$ cat config.mk
export PLATFORM = sky130hd
export DESIGN_NAME = regbank_writeback_sequencer
export DESIGN_NICKNAME = d
export VERILOG_FILES = /design/src/rtl/regbank_writeback_sequencer.sv
export SDC_FILE = /design/constraint.sdc
export NUM_CORES = 1
export LEC_CHECK = 0
export ABC_CLOCK_PERIOD_IN_PS = 7600
export BUFFER_PORTS_ARGS = -buffer_cell sky130_fd_sc_hd__buf_2
export CORE_ASPECT_RATIO = 1.5
export CORE_MARGIN = 2
export CORE_UTILIZATION = 55
export CTS_CLUSTER_SIZE = 16
export DETAILED_ROUTE_END_ITERATION = 10
export PLACE_DENSITY = 0.78
export SLEW_MARGIN = 20
export SYNTH_ARGS = -nofsm -noshare
export SYNTH_HDL_FRONTEND = slang
export SYNTH_SLANG_ARGS = --single-unit
export TNS_END_PERCENT = 5
$ cat constraint.sdc
create_clock -name clk -period 7.6 [get_ports clk]
set_input_delay 2.28 -clock clk [delete_from_list [all_inputs] [get_ports clk]]
set_output_delay 2.28 -clock clk [all_outputs]
set_load 0.05 [all_outputs]
$ cat src/rtl/regbank_writeback_sequencer.sv
// regbank_writeback_sequencer
//   Write-side driver for the 32x32 register bank. Writeback requests from
//   execute arrive over a valid/ready handshake. Non-dropped requests queue
//   in a small FIFO and feed a registered output slot that drives the bank
//   write ports, one write per cycle. Writes to $zero and no-op requests are
//   accepted and discarded. pendA/pendB tell decode whether a read address
//   still has a write in flight, so decode can stall.
//
// Ports
//   clk, rst              clock; asynchronous active-high reset
//   req_valid/req_ready   request handshake (ready = count < DEPTH)
//   req_kind              01 single, 10 mult hi/lo, 11 $ra write, 00 no-op
//   req_add/req_lo/req_hi request address and data words
//   RegWrite..raDataIn    bank write interface (registered output slot)
//   chk_addA/chk_addB     decode read addresses to check for hazards
//   pendA/pendB           a write to that address is still outstanding
//   count                 valid FIFO entries, excluding the output slot
module regbank_writeback_sequencer #(
  parameter int DEPTH = 4,
  parameter int CNT_W = 3
) (
  input  logic             clk,
  input  logic             rst,
  input  logic             req_valid,
  output logic             req_ready,
  input  logic [1:0]       req_kind,
  input  logic [4:0]       req_add,
  input  logic [31:0]      req_lo,
  input  logic [31:0]      req_hi,
  output logic [1:0]       RegWrite,
  output logic [4:0]       writeAdd,
  output logic [31:0]      writeData,
  output logic [31:0]      highData,
  output logic [31:0]      raDataIn,
  input  logic [4:0]       chk_addA,
  input  logic [4:0]       chk_addB,
  output logic             pendA,
  output logic             pendB,
  output logic [CNT_W-1:0] count
);

  localparam int PTR_W = $clog2(DEPTH);

  localparam logic [1:0] KIND_NOP  = 2'b00;
  localparam logic [1:0] KIND_ONE  = 2'b01;
  localparam logic [1:0] KIND_MULT = 2'b10;
  localparam logic [1:0] KIND_RA   = 2'b11;

  // FIFO storage holds the raw request; field mapping happens on the way
  // into the output slot.
  logic [1:0]       r_kind [DEPTH];
  logic [4:0]       r_add  [DEPTH];
  logic [31:0]      r_lo   [DEPTH];
  logic [31:0]      r_hi   [DEPTH];
  logic [PTR_W-1:0] r_wr_ptr;
  logic [PTR_W-1:0] r_rd_ptr;
  logic [CNT_W-1:0] r_count;

  // Output slot
  logic [1:0]       r_reg_write;
  logic [4:0]       r_write_add;
  logic [31:0]      r_write_data;
  logic [31:0]      r_high_data;
  logic [31:0]      r_ra_data;

  logic             w_accept;
  logic             w_drop;
  logic             w_nonempty;
  logic             w_push;
  logic             w_pop;
  logic [1:0]       w_src_kind;
  logic [4:0]       w_src_add;
  logic [31:0]      w_src_lo;
  logic [31:0]      w_src_hi;
  logic             w_pend_a;
  logic             w_pend_b;

  // True when a write of this kind/address would target chk. Kind 10 writes
  // hi/lo (registers 19 and 20); kind 11 always writes $ra.
  function automatic logic hits(input logic [1:0] kind, input logic [4:0] add,
                                input logic [4:0] chk);
    logic hit;
    hit = 1'b0;
    case (kind)
      KIND_ONE:  hit = (add == chk);
      KIND_MULT: hit = (chk == 5'd19) || (chk == 5'd20);
      KIND_RA:   hit = (chk == 5'd31);
      default:   hit = 1'b0;
    endcase
    return hit && (chk != 5'd0);
  endfunction

  assign req_ready  = (r_count < CNT_W'(DEPTH));
  assign w_accept   = req_valid && req_ready;
  assign w_drop     = (req_kind == KIND_NOP) ||
                      ((req_kind == KIND_ONE) && (req_add == 5'd0));
  assign w_nonempty = (r_count != '0);
  // With the FIFO empty an accepted request bypasses straight to the slot,
  // so it only enters the FIFO when something is already queued ahead of it.
  assign w_push     = w_accept && !w_drop && w_nonempty;
  assign w_pop      = w_nonempty;

  // Source for the next slot contents: FIFO head, bypassed request, or idle.
  always_comb begin
    w_src_kind = KIND_NOP;
    w_src_add  = '0;
    w_src_lo   = '0;
    w_src_hi   = '0;
    if (w_nonempty) begin
      w_src_kind = r_kind[r_rd_ptr];
      w_src_add  = r_add[r_rd_ptr];
      w_src_lo   = r_lo[r_rd_ptr];
      w_src_hi   = r_hi[r_rd_ptr];
    end else if (w_accept && !w_drop) begin
      w_src_kind = req_kind;
      w_src_add  = req_add;
      w_src_lo   = req_lo;
      w_src_hi   = req_hi;
    end
  end

  // NOTE: storage arrays carry no reset; r_count alone decides which entries
  // are meaningful, so clearing the data would only cost reset fan-out.
  always_ff @(posedge clk) begin
    if (w_push) begin
      r_kind[r_wr_ptr] <= req_kind;
      r_add[r_wr_ptr]  <= req_add;
      r_lo[r_wr_ptr]   <= req_lo;
      r_hi[r_wr_ptr]   <= req_hi;
    end
  end

  // NOTE: sequential state uses non-blocking assignments so every register
  // samples the pre-edge values of the others.
  always_ff @(posedge clk or posedge rst) begin
    if (rst) begin
      r_wr_ptr     <= '0;
      r_rd_ptr     <= '0;
      r_count      <= '0;
      r_reg_write  <= KIND_NOP;
      r_write_add  <= '0;
      r_write_data <= '0;
      r_high_data  <= '0;
      r_ra_data    <= '0;
    end else begin
      // Pointers are PTR_W wide and DEPTH is a power of 2, so they wrap.
      if (w_push) r_wr_ptr <= r_wr_ptr + 1'b1;
      if (w_pop)  r_rd_ptr <= r_rd_ptr + 1'b1;
      r_count <= r_count + CNT_W'(w_push) - CNT_W'(w_pop);

      r_reg_write  <= w_src_kind;
      r_write_add  <= '0;
      r_write_data <= '0;
      r_high_data  <= '0;
      r_ra_data    <= '0;
      case (w_src_kind)
        KIND_ONE: begin
          r_write_add  <= w_src_add;
          r_write_data <= w_src_lo;
        end
        KIND_MULT: begin
          r_write_data <= w_src_lo;
          r_high_data  <= w_src_hi;
        end
        KIND_RA: begin
          r_write_add <= 5'd31;
          r_ra_data   <= w_src_lo;
        end
        default: ;
      endcase
    end
  end

  // Hazard detection over the output slot plus every live FIFO entry. An
  // entry is live when its distance from the read pointer is below count.
  always_comb begin
    logic [PTR_W-1:0] offset;
    w_pend_a = hits(r_reg_write, r_write_add, chk_addA);
    w_pend_b = hits(r_reg_write, r_write_add, chk_addB);
    for (int i = 0; i < DEPTH; i++) begin
      offset = PTR_W'(i) - r_rd_ptr;
      if (CNT_W'(offset) < r_count) begin
        if (hits(r_kind[i], r_add[i], chk_addA)) w_pend_a = 1'b1;
        if (hits(r_kind[i], r_add[i], chk_addB)) w_pend_b = 1'b1;
      end
    end
  end

  assign pendA     = w_pend_a;
  assign pendB     = w_pend_b;
  assign count     = r_count;
  assign RegWrite  = r_reg_write;
  assign writeAdd  = r_write_add;
  assign writeData = r_write_data;
  assign highData  = r_high_data;
  assign raDataIn  = r_ra_data;

endmodule

# [Word level (Yosys, flattened, before mapping)]
# Memory sizes are Yosys's and may differ from the RTL's.
# Cells that the tools add are included.
[classes] n_eq_ne=35 n_shift=0 bitwise=0 reduce_logical=24 div=0 mux=48 multipliers=0 n_addsub=8 order_cmp=5
[op_table] operator="$mux W32" n=7
[op_table] operator="$eq A5 B5 Y1" n=10
[op_table] operator="$eq A5 B5 Y1 const B" n=6
[op_table] operator="$pmux W1 S3" n=10
[op_table] operator="$mux W1" n=26
[op_table] operator="$eq A2 B2 Y1 const B" n=12
[op_table] operator="$eq A2 B1 Y1 const B" n=7
[op_table] operator="$logic_and A1 B1 Y1" n=14
[op_table] operator="$lt A2 B3 Y1" n=4
[op_table] operator="$mux W5" n=2
[op_table] operator="$pmux W5 S2" n=1
[op_table] operator="$reduce_bool A5 Y1" n=2
[op_table] operator="$logic_not A5 Y1" n=1
[op_table] operator="$add A2 B1 Y2 const B" n=2
[op_table] operator="$mux W2" n=2
[op_table] operator="$sub A1 B2 Y2 const A" n=2
[op_table] operator="$sub A2 B2 Y2 const A" n=2
[op_table] operator="$add A3 B1 Y3" n=1
[op_table] operator="$logic_or A1 B1 Y1" n=3
[op_table] operator="$lt A3 B3 Y1 const B" n=1
[op_table] operator="$reduce_bool A3 Y1" n=1
[op_table] operator="$sub A3 B1 Y3" n=1
[op_table] operator="$logic_not A2 Y1" n=1
[op_table] operator="$reduce_or A2 Y1" n=1
[op_table] operator="$logic_not A1 Y1" n=1
[word_totals] mem_bits_ro=0 wordCells=132 out_inout_bits=109 latch_bits=0 register_bits=110 n_memories=4 ram_bits=284
[mem_list] memory="r_hi" depth=4 word_bits=32 rd=1 rd_ports_with_merged_regs=0 write_ports=1 line_no="54" rtl="logic [31:0] r_hi [DEPTH];"
[mem_list] memory="r_lo" depth=4 word_bits=32 rd=1 rd_ports_with_merged_regs=0 write_ports=1 line_no="53" rtl="logic [31:0] r_lo [DEPTH];"
[mem_list] memory="r_add" depth=4 word_bits=5 rd=5 rd_ports_with_merged_regs=0 write_ports=1 line_no="52" rtl="logic [4:0] r_add [DEPTH];"
[mem_list] memory="r_kind" depth=4 word_bits=2 rd=5 rd_ports_with_merged_regs=0 write_ports=1 line_no="51" rtl="logic [1:0] r_kind [DEPTH];"

# [Longest topological paths before layout]
[depth] word_depth=13 mapped_depth=11 mapped_depth_nobuf=9

# [Worst setup path before layout]
# No wires, ideal clock.
[synth_path] path_kind="input to output" from="in chk_addB[1]" to="out pendB" required_time_ps=5320 path_slack_ps=1024 arrival_time_ps=4296 stages=7 path_cell_list="buf_2 or3b_2 a21oi_1 a21oi_1 a311oi_1 nor2_1 a21oi_1"
[synth_between] elab_chain_len=13 word_cells_on_any_way=32
[synth_lines] element="from (decl)" line_no="36" rtl="input logic [4:0] chk_addB,"
[synth_lines] element="$eq A5 B5 Y1" line_no="86" rtl="KIND_MULT: hit = (chk == 5'd19) || (chk == 5'd20);"
[synth_lines] element="$logic_or A1 B1 Y1" line_no="86"
[synth_lines] element="$pmux W1 S3" line_no="84" rtl="case (kind)"
[synth_lines] element="$mux W1" line_no="182" rtl="if (CNT_W'(offset) < r_count) begin"
[synth_lines] element="$logic_and A1 B1 Y1" line_no="90" rtl="return hit && (chk != 5'd0);"
[synth_lines] element="$mux W1" line_no="184" rtl="if (hits(r_kind[i], r_add[i], chk_addB)) w_pend_b = 1'b1;"
[synth_lines] element="$mux W1" line_no="182"
[synth_lines] element="$mux W1" line_no="184"
[synth_lines] element="$mux W1" line_no="182"
[synth_lines] element="$mux W1" line_no="184"
[synth_lines] element="$mux W1" line_no="182"
[synth_lines] element="$mux W1" line_no="184"
[synth_lines] element="$mux W1 (*)" line_no="182"
[synth_lines] element="to (decl)" line_no="38" rtl="output logic pendB,"
# Every way passes the cells marked *; elsewhere a longest branch is shown, timed or not. The select of a mux whose other input is x is not followed.

# [Final worst setup path]
[layout_path] from="in chk_addB[2]" to="out pendB"
# The elaborated chain is that of the path after synthesis.

==> impl_metrics.py <==
metrics = {
    "clock_tree": {
        "cts_tree": "built",
        "numCtsBuffers": 36,
        "clock_latency_ns": 0.53,
        "hold_buffers": 0,
        "clockRootBuffer": "clkbuf_16",
        "cts_resized": 0,
        "cts.sinks": 394,
        "clkSlewWorstSetupHoldPaths_ns": 0.06,
        "clock_path_buffers": 3,
        "htreeDepth": 2,
        "cts_setup_buffers": 0,
    },
    "routing": {
        "wl_per_cell_um": 23.6,
        "ant_nets": 0,
        "drc_errors": 0,
        "via_count": 8983,
        "routed_via_density": 5.92,
        "drt_iter0_markers": 597,
        "firstDrtPassIters": 5,
        "wl_um": 35800,
    },
    "cells_and_area": {
        "drive_gt1_frac": 0.294,
        "area_growth_pct": 15.2,
        "fin_cells": 1518,
        "finalNetCount": 1233,
    },
    "critical_path": {
        "cpPeakStageDelay_ns": 0.46,
        "crit_path_top_delay_cell": "or3b_2",
        "cp-start-kind": "input port",
        "worst_ep_required_time_ns": 5.32,
        "cp_max_fo": 9,
        "cpMostUsedCell": "a21oi_1",
        "criticalPathCategory": "input port to primary output",
        "worstPathArrival_ns": 4.17,
        "crit_chain": "buf_2 > or3b_2 > a21oi_1 > a21oi_1 > a311oi_1 > nor2_1 > a21oi_1 > buf_2",
        "critPathCaptureType": "primary output",
    },
    "synth": {
        "synth_area_leaders": "edfxtp_1 54%, dfrtp_1 17%, mux4_2 10%",
        "synth_top_family_by_area": "multiplexers",
        "synth-async-reset-ratio": 0.279,
        "synth_xor_area_frac": 0.0310,
        "synth_fa_ha_area_frac": 0.0108,
        "synth_top_cell_area_share": 0.539,
        "synth_cell_type_count": 48,
        "yosys.area_share.simple": 0.0778,
        "muxShareOfSynthArea": 0.102,
        "post-synth-top-area-cell": "edfxtp_1",
        "yosysSeqAreaShare": 0.714,
        "synth_edf_count": 284,
        "synth-compound-area-share": 0.0431,
        "syn_area_um2": 15800,
        "syn_nets": 1053,
        "netlist_instances": 956,
        "ys.flop_type": "edfxtp_1",
        "synth-seq-cells": 394,
        "avgSynthCellArea_um2": 16.5,
        "yosys_warnings": 0,
    },
    "sta": {
        "tightest_slew_ns": 1.02,
        "finalHoldViolations": 0,
        "rsz0062_at_grt": "no",
        "finalClockSkew_ns": 0.0158,
        "relSlewSlack": 0.323,
        "clock.fmax_mhz": 155,
        "fin_crit_ns": 6.45,
        "setup_viol": 0,
        "drv_slew": 0,
        "finalCritPeriodShare": 0.849,
        "fin_setup_tns_ns": 0,
    },
    "global_route": {
        "overflow": 0,
        "grt_pass1_vias": 9313,
        "grt-busiest-layer": "met2",
        "antenna_found_initial": 5,
        "grt_pass1_wl_um": 54400,
        "grt_util_met2": 0.426,
        "grt_max_degree": 74,
        "grt_util_met1": 0.304,
        "use_met3": 0.0328,
        "grt_use_total": 0.243,
    },
    "floorplanning": {
        "coreArea_um2": 28500,
        "die_x_um": 142,
        "start_util": 0.554,
        "ios": 193,
        "die_y_um": 212,
        "rows": 76,
        "die_area_um2": 30100,
    },
    "place": {
        "routabilityCongestion": 0.865,
        "port_buffers": 192,
        "hpwl_um": 21400,
        "place_inst": 1449,
    },
    "power_and_ir_drop": {
        "leakage_nw": 7.13,
        "power_w": 0.00775,
        "powerDensity_nw_per_um2": 426,
        "irDropWorstVdd_mv": 0.256,
    },
    "hold_path": {
        "worstHoldPathType": "flip-flop to flip-flop",
    },
    "run_status": {
        "status": "completed",
    },
    "run": {
        "max_cap_violations": 0,
    },
}
==> logic make-up after synthesis <==
logic type      Yosys count
xor+xnor                 56
mux                      73
buf+inv                  76
fa+ha+maj                13
simple gates            238
flops                   394
compound gates          106
==> area by class of cell <==
type                    instances  area (µm²)
inverters                      13        51.3
well taps                     351         439
fillers                      2047       10300
diodes                          4        10.0
multi-input cells             486        4220
flip-flops and latches        394       11300
repair buffers                205        1060
clock inverters                12         105
clock buffers                  53        1030
==> worst paths after layout <==
path	from	to	slack (ns)	cells past startpoint
hold reg to reg	r_wr_ptr[0]$_DFFE_PP0P_	r_wr_ptr[0]$_DFFE_PP0P_	0.65	2
setup reg to reg	count[2]$_DFF_PP0_	r_hi[1][8]$_DFFE_PP_	4.17	4
hold / removal	r_wr_ptr[0]$_DFFE_PP0P_	r_wr_ptr[0]$_DFFE_PP0P_	0.65	2
max in group asynchronous	rst	r_rd_ptr[1]$_DFFE_PP0N_	4.34	3
min in group asynchronous	rst	writeData[2]$_DFF_PP0_	1.84	2
setup / recovery	chk_addB[2]	pendB	1.15	8
==> through the flow <==
stage | hold WS [ns] | area [µm²] | worst slack [ns] | utilization
final | 0.649 | 18200 | 1.15 | 0.638
after global routing | 0.702 | 18200 | 1.05 | 0.638
after CTS | 0.642 | 18200 | 1.16 | 0.638
after detailed placement | 0.631 | 17100 | 1.17 | 0.598
after global placement | 0.601 | 17100 | 1.16 | 0.598
after floorplan | 0.580 | 15800 | 1.02 | -
==> where the power goes <==
group / internal [W] / total [W] / switching (W) / leakage (nW)
Sequential: 0.00275 / 0.00302 / 0.000267 / 4.02
Combinational: 0.000936 / 0.00299 / 0.00205 / 2.54
Clock: 0.000985 / 0.00174 / 0.000759 / 0.562
==> layer usage <==
| layer | wire length [µm] | vias up |
|---|---|---|
| met1 | 13700 | 4618 |
| met3 | 1730 | 87 |
| met4 | 1350 | 2 |
| met5 | 12 | - |
| met2 | 19000 | 306 |
| li1 | - | 3970 |
==> synth_stat cells, drive strengths merged, types with 4 or more instances <==
library cell,number
and3,38
edfxtp,284
xnor2,30
nor2b,34
clkbuf,32
or4,4
nor2,38
dfrtp,110
nor3,7
nand4,6
a21oi,42
nand2,51
mux4,71
buf,31
a31oi,4
nand3,41
a21boi,33
ha,12
inv,13
o21ai,6
xor2,26
a21o,5
==> state kept, by name (all words and copies together) (netlist names) <==
register,cells
raDataIn,32
r_hi,128
count,3
writeAdd,5
r_wr_ptr,2
writeData,32
highData,32
r_rd_ptr,2
RegWrite,2
r_lo,128
r_add,20
r_kind,8
==> cells in the final DEF, fill, tap and decap left out, types with 12 or more instances in the layout <==
cell type / synthesis / routed
a21boi_0: 33 / 33
nor2_1: 38 / 38
dfrtp_1: 110 / 108
edfxtp_1: 284 / 284
nand2_1: 51 / 51
buf_2: 24 / 192
inv_1: 13 / 12
buf_4: 1 / 13
clkbuf_1: 30 / 12
nor2b_1: 34 / 34
xnor2_1: 30 / 30
ha_1: 12 / 12
xor2_1: 26 / 26
nand3_1: 41 / 41
clkbuf_16: 0 / 38
mux4_2: 71 / 71
a21oi_1: 42 / 42
and3_1: 38 / 34
==> critical path: cells and delay by family <==
family / cells / cell delay, ns
buffers and inverters: 2 / 0.49
AO/OA/AOI/OAI: 4 / 0.86
AND/OR/NAND/NOR: 2 / 0.54
(Power assumes the default switching activity.)
